File: config.mk
export PLATFORM = sky130hd
export DESIGN_NAME = bram_test_sequencer
export DESIGN_NICKNAME = d
export VERILOG_FILES = /design/src/rtl/bram_test_sequencer.sv
export SDC_FILE = /design/constraint.sdc
export NUM_CORES = 1
export LEC_CHECK = 0
export BUFFER_PORTS_ARGS = -buffer_cell sky130_fd_sc_hd__buf_4
export CAP_MARGIN = 20
export CORE_ASPECT_RATIO = 1.2
export CORE_MARGIN = 2
export CORE_UTILIZATION = 56
export CTS_BUF_LIST = sky130_fd_sc_hd__clkbuf_16
export CTS_CLUSTER_DIAMETER = 150
export DETAILED_ROUTE_END_ITERATION = 6
export PLACE_DENSITY = 0.86
export SYNTH_ARGS = -nofsm -noshare
export SYNTH_HDL_FRONTEND = slang
export SYNTH_SLANG_ARGS = --single-unit
File: constraint.sdc
create_clock -name clk -period 3.4 [get_ports clk]
set_input_delay 0.51 -clock clk [delete_from_list [all_inputs] [get_ports clk]]
set_output_delay 0.51 -clock clk [all_outputs]
set_load 0.02 [all_outputs]
File: src/rtl/bram_test_sequencer.sv
// bram_test_sequencer: write/read/compare sweep over a dual-port block RAM.
// Every address is written with (address XOR PATTERN), then read back and
// checked; the block reports done/pass, a mismatch count and the first
// failing address. State only advances on edges where clk_en is high.
module bram_test_sequencer #(
  parameter int                 ADDR_W  = 10,
  parameter int                 DATA_W  = 16,
  parameter logic [DATA_W-1:0]  PATTERN = 16'hA5A5
) (
  input  logic              clk,
  input  logic              rst_n,
  input  logic              clk_en,
  input  logic              start,
  output logic              wr_en,
  output logic [ADDR_W-1:0] wr_addr,
  output logic [DATA_W-1:0] wr_data,
  output logic              rd_en,
  output logic [ADDR_W-1:0] rd_addr,
  input  logic [DATA_W-1:0] rd_data,
  output logic              busy,
  output logic              done,
  output logic              pass,
  output logic [ADDR_W:0]   err_count,
  output logic [ADDR_W-1:0] first_err_addr
);

  typedef enum logic [2:0] {
    S_IDLE  = 3'd0,
    S_WRITE = 3'd1,
    S_READ  = 3'd2,
    S_DRAIN = 3'd3,
    S_DONE  = 3'd4
  } state_t;

  localparam logic [ADDR_W-1:0] LAST_ADDR = {ADDR_W{1'b1}};
  localparam logic [ADDR_W-1:0] ZERO_ADDR = {ADDR_W{1'b0}};
  localparam logic [ADDR_W:0]   ERR_ONE   = {{ADDR_W{1'b0}}, 1'b1};

  // Expected RAM word for an address: zero-extended address XOR key.
  function automatic logic [DATA_W-1:0] exp_word(input logic [ADDR_W-1:0] a);
    return DATA_W'(a) ^ PATTERN;
  endfunction

  state_t              state_r;
  logic [ADDR_W-1:0]   addr_r;
  logic                cmp_v_r;
  logic [ADDR_W-1:0]   cmp_a_r;
  logic [ADDR_W:0]     err_count_r;
  logic [ADDR_W-1:0]   first_err_addr_r;
  logic                err_seen_r;
  logic                mismatch_s;

  // Read data of the previous read differs from the word it should hold.
  always_comb begin
    mismatch_s = 1'b0;
    if (cmp_v_r) begin
      mismatch_s = (rd_data != exp_word(cmp_a_r));
    end else begin
      mismatch_s = 1'b0;
    end
  end

  // Sequencer FSM plus compare/result bookkeeping; frozen while clk_en is low.
  always_ff @(posedge clk or negedge rst_n) begin
    if (!rst_n) begin
      state_r          <= S_IDLE;
      addr_r           <= ZERO_ADDR;
      cmp_v_r          <= 1'b0;
      cmp_a_r          <= ZERO_ADDR;
      err_count_r      <= {(ADDR_W+1){1'b0}};
      first_err_addr_r <= ZERO_ADDR;
      err_seen_r       <= 1'b0;
    end else if (clk_en) begin
      // Compare is independent of state; it also covers the DRAIN edge.
      if (mismatch_s) begin
        err_count_r <= err_count_r + ERR_ONE;
        if (!err_seen_r) begin
          first_err_addr_r <= cmp_a_r;
          err_seen_r       <= 1'b1;
        end
      end
      case (state_r)
        S_IDLE, S_DONE: begin
          cmp_v_r <= 1'b0;
          if (start) begin
            state_r          <= S_WRITE;
            addr_r           <= ZERO_ADDR;
            err_count_r      <= {(ADDR_W+1){1'b0}};
            first_err_addr_r <= ZERO_ADDR;
            err_seen_r       <= 1'b0;
          end
        end
        S_WRITE: begin
          cmp_v_r <= 1'b0;
          if (addr_r == LAST_ADDR) begin
            state_r <= S_READ;
            addr_r  <= ZERO_ADDR;
          end else begin
            addr_r  <= addr_r + {{(ADDR_W-1){1'b0}}, 1'b1};
          end
        end
        S_READ: begin
          cmp_v_r <= 1'b1;
          cmp_a_r <= addr_r;
          if (addr_r == LAST_ADDR) begin
            state_r <= S_DRAIN;
          end else begin
            addr_r  <= addr_r + {{(ADDR_W-1){1'b0}}, 1'b1};
          end
        end
        S_DRAIN: begin
          cmp_v_r <= 1'b0;
          state_r <= S_DONE;
        end
        default: begin
          cmp_v_r <= 1'b0;
          state_r <= S_IDLE;
        end
      endcase
    end
  end

  // Output decode: strobes are gated by clk_en so no access is issued on a stalled cycle.
  always_comb begin
    wr_en          = (state_r == S_WRITE) && clk_en;
    rd_en          = (state_r == S_READ) && clk_en;
    wr_addr        = addr_r;
    rd_addr        = addr_r;
    wr_data        = exp_word(addr_r);
    busy           = (state_r == S_WRITE) || (state_r == S_READ) || (state_r == S_DRAIN);
    done           = (state_r == S_DONE);
    pass           = (state_r == S_DONE) && (err_count_r == {(ADDR_W+1){1'b0}});
    err_count      = err_count_r;
    first_err_addr = first_err_addr_r;
  end

endmodule
* Word-level counts from Yosys, hierarchy flattened *
Index checks and enable logic that the tools add are counted.
W data, S select, Z words.

cells by class
  muxes and demuxes = 20
  equal/unequal tests = 10
  bitwise gates (word level) = 2
  reductions and logical operators = 12
  add/sub/neg operators = 2

operators with widths
  cell                     count
  $mux W10                 7
  $mux W11                 3
  $pmux W10 S3             1
  $ne A16 B16 Y1           1
  $not A5 Y8               2
  $pmux W3 S4              1
  $add A11 B1 Y11 const B  1
  $logic_not A11 Y1        1
  $add A10 B1 Y10 const B  1
  $eq A10 B10 Y1 const B   1
  $mux W3                  3
  $ne A2 B2 Y1 const B     4
  $reduce_and A4 Y1        2
  $eq A3 B2 Y1 const B     2
  $mux W1                  5
  $eq A3 B1 Y1 const B     1
  $eq A3 B3 Y1 const B     1
  $logic_and A1 B1 Y1      3
  $logic_not A3 Y1         1
  $reduce_bool A3 Y1       1
  $logic_or A1 B1 Y1       2
  $reduce_and A2 Y1        1
  $reduce_or A2 Y1         1

word-level totals
  input port bits = 20
  logic and storage cells = 53
  register bits after elaboration = 46

* Longest topological paths before layout *
  depth after elaboration = 6
  depth in mapped cells = 7
  gate-level depth less buffers = 6

* Worst setup path after synthesis *
OpenSTA, ideal clock, no wires.

  path type = flip-flop to output port
  start = register state_r[0]
  end = output pass
  arrival = 1.791 ns
  cell stages (with the launch flop) = 6
  path slack = 1.099 ns
  buffers on the path = 1
  cells stage by stage = dfrtp_1 -> buf_2 -> nor2_1 -> and2_1 -> nand2_1 -> nor4b_1

between the ends
  longest elaborated chain between the ends = 2

RTL lines
  what                      line  source
  start: declaration        44    state_t state_r;
  start signal: assignment  66    state_r <= S_IDLE;
  start signal: assignment  86    state_r <= S_WRITE;
  start signal: assignment  96    state_r <= S_READ;
  $eq A3 B3 Y1              -
  net done                  21    output logic done,
  $logic_and A1 B1 Y1       132   pass = (state_r == S_DONE) && (err_count_r == {(ADDR_W+1){1'b0}});
  end: declaration          22    output logic pass,

The timed path passes the listed nets, and every way through them passes these cells.

* Worst setup path in the final report *
  start = register state_r[1]
  end = output rd_en

between the ends
  longest elaborated chain between the ends = 2

RTL lines
  what                 line  source
  $eq A3 B2 Y1         126   rd_en = (state_r == S_READ) && clk_en;
  $logic_and A1 B1 Y1  126
  end: declaration     17    output logic rd_en,

No other way between the ends.

==> results.ini <==
[outcome]
status = finished clean

[sta]
finalHoldViolCount = 0
final.setup.worst_slack_ns = 0.895
rsz0062_at_grt = no
max_slew_margin = 0.509
fin_crit_ns = 2.51
period_share = 0.737
slew_violations = 0
tns_ns = 0
tightestPinTransition_ns = 0.736
skew_ns = 0.00296
max_freq_ghz = 0.399
finalSetupViolCount = 0

[critical_path]
crit_path_start = state_r[1]
worstPathArrival_ns = 2.00
end_kind = output port
r2r_setup_slack_ns = 1.27
critPathBufInv = 1
r2r_cells = 6
r2r-end = rd_addr[5]
cp_top_family = simple AND/OR/NAND/NOR gates
rr_startpoint = rd_addr[0]
slowest_delay_ns = 0.49
crit_chain = nor2b_2 > and2b_1 > and2_1 > buf_4
cp-start-kind = flip-flop
worstSetupPathType = reg -> out
endpoint = rd_en
cp.depth = 4
slowest_stage = dfrtp_1
required_ns = 2.89
cp_max_fo = 12

[power]
p_seq_frac = 0.444
p_comb_frac = 0.244
ir_worst_vdd_mv = 0.411
power_mw = 1.45
leakagePower_nw = 1.60
p_sw_frac = 0.323
cellPowerDensity_nw_per_um2 = 446
p_sw_uw = 469
power.internal_uw = 984
clkPwrFrac = 0.312

[min_path]
min_path_type = in -> async

[detailed_routing]
post-route-drc-count = 0
dr_total_vias = 2293
wl_per_cell_um = 15.5
final_antenna_net_count = 0
via_per_inst = 5.88
firstDrtPassIters = 5
drtIter0Drc = 122
totalWireLength_mm = 6.06

[yosys]
synth_top_family_by_area = simple AND/OR/NAND/NOR gates
syn_avg_cell_area_um2 = 9.73
synth_area_leader_cell = dfrtp_1
syn-cell-area_um2 = 2690
synth_ff_type = dfrtp_1
yosys.area_share.simple = 0.203
async_flop_share = 1.00
synth_fa_ha_area_frac = 0.0139
synthXorXnorAreaFrac = 0.0358
synth_seq_area_share = 0.427
muxShareOfSynthArea = 0.0873
synth_edf_count = 0
yosys_register_bits = 46
synthTopCellsByArea = dfrtp_1 (43%), buf_4 (6.1%), mux2_2 (5.0%)
ys_types = 54
syn_inst = 277
synth_top_area_share = 0.427
synth_compound_area_frac = 0.132
synth_warnings = 0

[place]
placed_area_um2 = 3120
io_buffers = 75
numPlacedInstances = 382
dp_slack_ns = 1.14
gp_congestion = 0.867
dpl.hpwl_mm = 4.36

[cts]
clk_pin_slew_ns = 0.06
cts_tree = yes
post_cts_resized = 0
clock_latency_ns = 0.28
clockBufferDepth = 2
cts-root-buf = clkbuf_16
clock_sinks = 46
cts_hold_buf = 0
numCtsBuffers = 5
cts_setup_buffers = 0
htree_levels = 2

[die]
io_pins = 82
die_x_um = 67.3
fp.dieArea_um2 = 5380
core.rowCount = 27
die_y_um = 80.0
initial_core_util = 0.586
core_area_um2 = 4590

[finish]
layout-drive-gt1-share = 0.322
fin_nets = 354
fin_cells = 390
final_area_um2 = 3260
regArea_um2 = 1150
multi_input_area_um2 = 1290
fill_cells = 368
synthToLayoutAreaGrowth_pct = 21.0
antenna_cells = 0

[grt]
grt_max_degree = 47
grt_overflow = 0
grt_pass1_vias = 2139
grt_pass1_wl_mm = 9.66
antenna_found_initial = 0
grt_use_total = 0.236

[job]
max_cap_violations = 0

-- cells by family after synthesis --
group                      Yosys count
adders and majority gates            3
muxes                               22
DFF                                 46
xor gates and xnor gates            11
AOI/OAI and AO/OA                   50
and+or+nand+nor                    100
buffers and inverters               43
other                                2
-- state kept, by name, summed over array words and instances (netlist names) --
name            cells
rd_addr            10
cmp_a_r            10
first_err_addr     10
err_seen_r          1
cmp_v_r             1
err_count          11
state_r             3
-- synthesized netlist by cell type, types with 7 or more instances --
cell type,number
nand3_1,9
mux2i_1,10
buf_4,22
dfrtp_1,46
a21oi_1,8
o31ai_1,7
o21ai_0,8
mux2_2,12
inv_1,11
o21ai_1,9
nand4_1,7
nor2_1,11
nand2_1,35
-- power by group through the flow --
stage | logic, mW | registers, mW | clock network [mW]
5_1_grt | 0.378 | 0.650 | 0.483
3_3_place_gp | 0.349 | 0.649 | 0
2_1_floorplan | 0.227 | 0.659 | 0
6_report | 0.355 | 0.645 | 0.453
4_1_cts | 0.359 | 0.642 | 0.459
3_5_place_dp | 0.357 | 0.653 | 0
-- final cells by class --
cell class | instances | area share
clock inverters | 3 | 0.00384
clock buffers | 5 | 0.0384
inverters | 11 | 0.0127
well taps | 58 | 0.0223
flip-flops and latches | 46 | 0.353
repair buffers | 75 | 0.173
multi-input cells | 192 | 0.397
-- placed cells by master, fill, tap and decap left out, drive strengths merged, types with 9 or more instances in the layout --
cell,instances
dfrtp,46
o21ai,17
mux2i,10
nand2,35
nor2,13
nand3,10
a21oi,9
mux2,12
inv,12
buf,75
-- routing by layer --
layer,part of all wire,routed length [um],vias up,global-route usage
met4,0.018,110,0,0.0796
met3,0.063,384,12,0.0536
met5,0,0,-,0
met1,0.41,2460,1108,0.280
met2,0.51,3110,101,0.412
li1,-,-,1072,-
-- through the flow --
step	utilization	hold WS (ns)
2_1_floorplan	-	0.214
3_3_place_gp	0.680	0.476
3_5_place_dp	0.680	0.488
4_1_cts	0.710	0.249
5_1_grt	0.710	0.266
6_report	0.710	0.219
-- worst min path at each step --
stage,to,start,cells after the start
finish,rd_addr[4],rst_n,1
global route,cmp_a_r[3],rst_n,1
CTS,rd_addr[4],rst_n,1
detailed placement,err_seen_r,err_seen_r,2
global placement,err_seen_r,err_seen_r,2
floorplan,cmp_a_r[0],rst_n,0
Power figures use the tool's default switching activity.
